### config.mk
export PLATFORM = sky130hd
export DESIGN_NAME = lzc_normalize_pipe
export DESIGN_NICKNAME = d
export VERILOG_FILES = /design/src/rtl/normalize_pkg.sv /design/src/rtl/lzc32.sv /design/src/rtl/lzc_normalize_pipe.sv
export SDC_FILE = /design/constraint.sdc
export NUM_CORES = 1
export LEC_CHECK = 0
export BUFFER_PORTS_ARGS = -buffer_cell sky130_fd_sc_hd__buf_2
export CAP_MARGIN = 20
export CORE_ASPECT_RATIO = 1.25
export CORE_MARGIN = 1.5
export CORE_UTILIZATION = 45
export DETAILED_ROUTE_END_ITERATION = 12
export PLACE_DENSITY = 0.64
export SLEW_MARGIN = 20
export SYNTH_ARGS = -nofsm -noshare
export SYNTH_HDL_FRONTEND = slang
export SYNTH_SLANG_ARGS = --single-unit
### constraint.sdc
create_clock -name clk_i -period 5.6 [get_ports clk_i]
set_input_delay 0.84 -clock clk_i [delete_from_list [all_inputs] [get_ports clk_i]]
set_output_delay 0.84 -clock clk_i [all_outputs]
set_load 0.05 [all_outputs]
### src/rtl/normalize_pkg.sv
// Shared constants and result type for the leading-zero normalizer datapath.
package normalize_pkg;

    localparam int WIDTH   = 32;
    localparam int SHIFT_W = $clog2(WIDTH);

    typedef struct packed {
        logic [WIDTH-1:0]   norm;
        logic [SHIFT_W-1:0] lzc;
        logic               zero;
    } norm_res_t;

endpackage

### src/rtl/lzc32.sv
// Combinational MSB-first leading-zero counter built as a log-depth merge tree.
// An all-zero word reports cnt_o=0 with zero_o=1.
module lzc32 #(
    parameter int  WIDTH = normalize_pkg::WIDTH,
    localparam int CNT_W = $clog2(WIDTH)
) (
    input  logic [WIDTH-1:0] val_i,
    output logic [CNT_W-1:0] cnt_o,
    output logic             zero_o
);

    // Level l holds WIDTH>>l nodes, each covering 2^l bits with an l-bit count.
    // When the upper half is empty the count is half-width plus the lower count,
    // which is just the lower count with a 1 prepended.
    for (genvar l = 1; l <= CNT_W; l++) begin : g_lvl
        localparam int N = WIDTH >> l;
        logic [N-1:0][l-1:0] cnt;
        logic [N-1:0]        z;
        for (genvar j = 0; j < N; j++) begin : g_node
            if (l == 1) begin : g_leaf
                assign z[j]   = ~val_i[2*j+1] & ~val_i[2*j];
                assign cnt[j] = ~val_i[2*j+1];
            end else begin : g_merge
                assign z[j]   = g_lvl[l-1].z[2*j+1] & g_lvl[l-1].z[2*j];
                assign cnt[j] = g_lvl[l-1].z[2*j+1] ? {1'b1, g_lvl[l-1].cnt[2*j]}
                                                    : {1'b0, g_lvl[l-1].cnt[2*j+1]};
            end
        end
    end

    assign zero_o = g_lvl[CNT_W].z[0];
    assign cnt_o  = zero_o ? '0 : g_lvl[CNT_W].cnt[0];

endmodule

### src/rtl/lzc_normalize_pipe.sv
// Two-stage valid/ready normalizer: S1 registers the word and its leading-zero
// count, S2 registers the left-shifted result that drives the outputs.
module lzc_normalize_pipe
    import normalize_pkg::*;
#(
    parameter int WIDTH   = normalize_pkg::WIDTH,
    parameter int SHIFT_W = $clog2(WIDTH)
) (
    input  logic               clk_i,
    input  logic               rst_ni,
    input  logic               valid_i,
    output logic               ready_o,
    input  logic [WIDTH-1:0]   val_i,
    output logic               valid_o,
    input  logic               ready_i,
    output logic [SHIFT_W-1:0] shift_n_o,
    output logic [WIDTH-1:0]   norm_o,
    output logic               zero_o
);

    logic               adv1, adv2;
    logic               s1_valid_q, s2_valid_q;
    logic [WIDTH-1:0]   s1_val_q;
    logic [SHIFT_W-1:0] s1_lzc_q;
    logic               s1_zero_q;
    logic [SHIFT_W-1:0] lzc_d;
    logic               zero_d;
    // S2 uses the shared result struct, so WIDTH must stay at the package value.
    norm_res_t          s2_q;

    lzc32 #(.WIDTH(WIDTH)) u_lzc (
        .val_i  (val_i),
        .cnt_o  (lzc_d),
        .zero_o (zero_d)
    );

    assign adv2    = ~s2_valid_q | ready_i;
    assign adv1    = ~s1_valid_q | adv2;
    assign ready_o = adv1;

    always_ff @(posedge clk_i or negedge rst_ni) begin
        if (!rst_ni) begin
            s1_valid_q <= 1'b0;
            s1_val_q   <= '0;
            s1_lzc_q   <= '0;
            s1_zero_q  <= 1'b0;
        end else if (adv1) begin
            s1_valid_q <= valid_i;
            if (valid_i) begin
                s1_val_q  <= val_i;
                s1_lzc_q  <= lzc_d;
                s1_zero_q <= zero_d;
            end
        end
    end

    // Payload only moves with a real word so an emptied S2 keeps its last result.
    always_ff @(posedge clk_i or negedge rst_ni) begin
        if (!rst_ni) begin
            s2_valid_q <= 1'b0;
            s2_q       <= '0;
        end else if (adv2) begin
            s2_valid_q <= s1_valid_q;
            if (s1_valid_q) begin
                s2_q.norm <= s1_val_q << s1_lzc_q;
                s2_q.lzc  <= s1_lzc_q;
                s2_q.zero <= s1_zero_q;
            end
        end
    end

    assign valid_o   = s2_valid_q;
    assign shift_n_o = s2_q.lzc;
    assign norm_o    = s2_q.norm;
    assign zero_o    = s2_q.zero;

endmodule

# Yosys cells after proc, flatten, opt, wreduce, memory -nomap -nowiden
# Index checks and enable logic that the tools add are counted.
# word_totals
regBits,78
input_bits,36
out_inout_bits,40
# op_classes
shift,1
muxes,16
n_bitwise,67
reduce_logical,2
# ops
op,count
NOT 1 bit,34
<< shifter 32 x 5 -> 32 bit,1
bitwise AND 1 bit,31
2-to-1 mux 2 bit,8
2-to-1 mux 3 bit,4
2-to-1 mux 5 bit,2
2-to-1 mux 4 bit,2
AND reduction 2 bit,2
bitwise OR 1 bit,2

# Logic depth before layout (Yosys ltp)
# logic_depth
depth_word,7
depth_mapped,8
mapped_depth_nobuf,5

# By module
# From an unflattened synthesis, not the netlist that was laid out.
# hier_totals
cells_unflattened,476
area_unflattened_um2,5044.8
# by_module_without_submodules
mod,n_inst,cells_each,area_per_inst_um2,seq_area_each_um2
lzc_normalize_pipe,1,416,4665.7,1951.9
lzc32,1,60,379.1,0.0

# Worst setup path after synthesis
# OpenSTA, ideal clock, no wires.
# synth_timing
path_kind,in2reg
startpoint,in ready_i
endpoint,reg s1_val_q[20]
arrival_ps,2507
path_slack_ps,2968
cell_stages,6
path_buffers,2
cell_sequence,nor2b_1 nand2_1 nand2_1 clkbuf_1 buf_1 mux2_2
# synth_via
elab_chain_len,3
# synth_rtl
element,line,text
"start, declared",lzc_normalize_pipe.sv:15,"input logic ready_i,"
bitwise OR 1 bit,lzc_normalize_pipe.sv:37,assign adv2 = ~s2_valid_q | ready_i;
bitwise OR 1 bit,lzc_normalize_pipe.sv:38,assign adv1 = ~s1_valid_q | adv2;
via ready_o,lzc_normalize_pipe.sv:12,"output logic ready_o,"
AND reduction 2 bit (no line),-,
"end signal, assigned",lzc_normalize_pipe.sv:50,s1_val_q <= val_i;
"end, declared",lzc_normalize_pipe.sv:23,logic [WIDTH-1:0] s1_val_q;
# The timed path passes the listed nets, and every way through them passes these cells.
# A chain may end at the register's enable or synchronous reset.

# Final worst setup path
# layout_timing
startpoint,reg s1_lzc_q[2]
endpoint,reg s2_q (netlist bit norm_o[28])
# layout_via
elab_chain_len,1
# layout_rtl
element,line,text
"start, declared",lzc_normalize_pipe.sv:24,logic [SHIFT_W-1:0] s1_lzc_q;
"start signal, assigned",lzc_normalize_pipe.sv:51,s1_lzc_q <= lzc_d;
<< shifter 32 x 5 -> 32 bit,lzc_normalize_pipe.sv:65,s2_q.norm <= s1_val_q << s1_lzc_q;
"end, declared",lzc_normalize_pipe.sv:29,norm_res_t s2_q;
# Every way passes these cells.

==> out/metrics.cfg <==
[final_layout]
stdcell_area_mm2 = 0.00538
final_core_util = 0.532
syn2layout_area_growth_pct = 15.4
drive_gt1_frac = 0.319
diodes = 0
fin_nets = 532

[die]
placementRows = 41
coreArea_mm2 = 0.0101
ioPinCount = 76
start_util = 0.461
die_x_um = 94.0
dieArea_mm2 = 0.0110
dieHeight_um = 117

[logic_synthesis]
synth_cell_type_count = 55
ys_seq_area_frac = 0.419
synth_ff_type = dfrtp_1
synth_fp_nets = 474
postSynthAreaPerCell_um2 = 10.6
synth_warnings = 0
synthArstFlopShare = 1.00
synth_edf_count = 0
ys_ff_latch = 78
synthCells = 438
syn_area_mm2 = 0.00466

[place]
gp_congestion = 0.948
dp_hpwl_mm = 9.29
dpl_cell_area_mm2 = 0.00505
io_buffers = 75

[clocking]
clockBufferDepth = 2
clkTransAtPathRegs_ps = 60
cts_made_buffers = 9
hold_buffers = 0
cts_setup_buffers = 0
cts_sinks = 78
htree_levels = 3
clk_latency_ps = 350
cts_root_buf = clkbuf_16
cts_resized = 0
cts_tree = yes

[grt]
grt_pass1_wl_mm = 19.9
grt_pass1_vias = 3732
overflow = 0
track_usage = 0.241
grt_max_degree = 79
antenna_found_initial = 0

[critical_path]
critPathMaxFanout = 25
startpoint_type = flop
r2r_cells = 5
cp.arrival_ps = 3160
cp_data_required_time_ps = 5840
critPathCaptureType = flop
path_class = flop to flop

[timing]
slew_violations = 0
holdWs_ps = 478
relSlewSlack = 0.323
hold_violations = 0
fin_tns_setup_ps = 0
finalSetupViolCount = 0
clock_skew_ps = 8.33
period_needed_ps = 2920
tightestPinTransition_ps = 1020
rsz0062_at_grt = no
fmax_mhz = 343
period_share = 0.521

[pwr]
vdd_drop_max_mv = 0.179
p_leak_uw = 0.00238
power-per-cell-area_mw_per_mm2 = 420
p_total_uw = 2260

[worst_hold_path]
hp-class = flop to flop
hold-path-cell-count = 2

[route]
routed_wl_mm = 12.4
vias = 3811
drt_iter0_markers = 279
ant_nets = 0
routed_via_density = 6.05
routedWlPerCell_um = 19.8
drcViolationCount = 0
dr.pass1.iters = 6

[outcome]
status = completed

[flow_run]
maxCapViolCount = 0

-- worst max-delay path: stages (launching register included) --
cell and delay [ps]:
dfrtp_1 830, clkinv_1 880, mux4_2 730, nor2_1 110
a211oi_1 70, a21o_1 180
-- layout make-up --
cell class | count | area, µm²
fill | 909 | 4730
timing repair buffer | 77 | 393
clock inverter | 4 | 95.1
sequential | 78 | 1950
clock buffer | 12 | 236
inverter | 7 | 26.3
tap | 129 | 161
multi-input combinational | 323 | 2510
-- layer usage --
layer  vias to the layer above  GRT usage  routed length [µm]
met4                         0      0.136                 604
met3                        35     0.0543                 765
met2                       166      0.389                6030
li1                       1762          -                   -
met1                      1848      0.300                5050
met5                         -          0                   0
-- Yosys cell counts, types with 6 or more instances --
| cell type | n | share of area |
|---|---|---|
| dfrtp_1 | 78 | 0.42 |
| nand2_1 | 49 | 0.039 |
| mux2_2 | 43 | 0.10 |
| nor2_1 | 36 | 0.029 |
| mux2i_1 | 27 | 0.058 |
| a21oi_1 | 22 | 0.024 |
| o21ai_0 | 22 | 0.024 |
| mux4_2 | 20 | 0.097 |
| clkbuf_1 | 12 | 0.0097 |
| buf_2 | 8 | 0.0086 |
| nand2b_1 | 8 | 0.011 |
| a221o_1 | 7 | 0.015 |
| a22oi_1 | 6 | 0.0097 |
| nor2b_1 | 6 | 0.0081 |
| o221ai_1 | 6 | 0.011 |
| o22ai_1 | 6 | 0.0081 |
-- cell usage in the layout, fill, tap and decap left out, types with 3 or more instances in the layout --
master and instances:
o221ai_1 6, buf_2 74, clkbuf_16 9, nand2b_1 8, inv_1 5, clkbuf_1 3
nor3_1 4, nor2b_1 6, nand3_1 4, dfrtp_1 77, a31oi_1 3, nor2_1 36
buf_4 3, o21ai_1 5, bufinv_16 3, mux2_2 43, mux2i_1 27, o31ai_1 3
nand2_1 49, o22ai_1 6, a22oi_1 6, o21ai_0 22, nor4_1 3, a22o_1 4
a221o_1 7, mux4_2 20, a21oi_1 22, or4_1 3
-- path summary, 6_finish.rpt --
path                                               from                      end  slack [ps]
worst min-delay path              norm_o[0]$_DFFE_PN0P_    norm_o[0]$_DFFE_PN0P_         480
worst max-delay path            s1_lzc_q[2]$_DFFE_PN0P_   norm_o[28]$_DFFE_PN0P_        2680
max in group asynchronous                        rst_ni  s1_lzc_q[0]$_DFFE_PN0P_        4270
min in group asynchronous                        rst_ni    norm_o[2]$_DFFE_PN0P_         660
worst max register to register  s1_lzc_q[2]$_DFFE_PN0P_   norm_o[28]$_DFFE_PN0P_        2680
worst min register to register    norm_o[0]$_DFFE_PN0P_    norm_o[0]$_DFFE_PN0P_         480
-- metrics by stage --
step / std cells / worst slack (ps)
floorplan: 438 / 2970
global placement: 614 / 2800
detailed placement: 614 / 2740
CTS: 630 / 2750
global route: 630 / 2470
finish: 630 / 2680
-- power breakdown --
group          switching [µW]  internal [µW]  leakage (µW)
clock network             224            435      0.000161
logic                     529            287       0.00127
registers                 114            672      0.000951
-- kinds of logic (layout without fill, tap and decap cells) --
family,count (synthesis),in the layout,synth area share
AOI/OAI and AO/OA,104,104,0.149
DFF,78,78,0.419
buffers and inverters,37,100,0.0419
muxes,91,91,0.261
and+or+nand+nor,128,128,0.129
-- sequential cells by signal (all words and copies together), names as in the netlist --
register	cells
norm_o	32
s1_val_q	32
s1_lzc_q	5
shift_n_o	5
s1_valid_q	1
s1_zero_q	1
valid_o	1
zero_o	1
(Power assumes the default switching activity.)
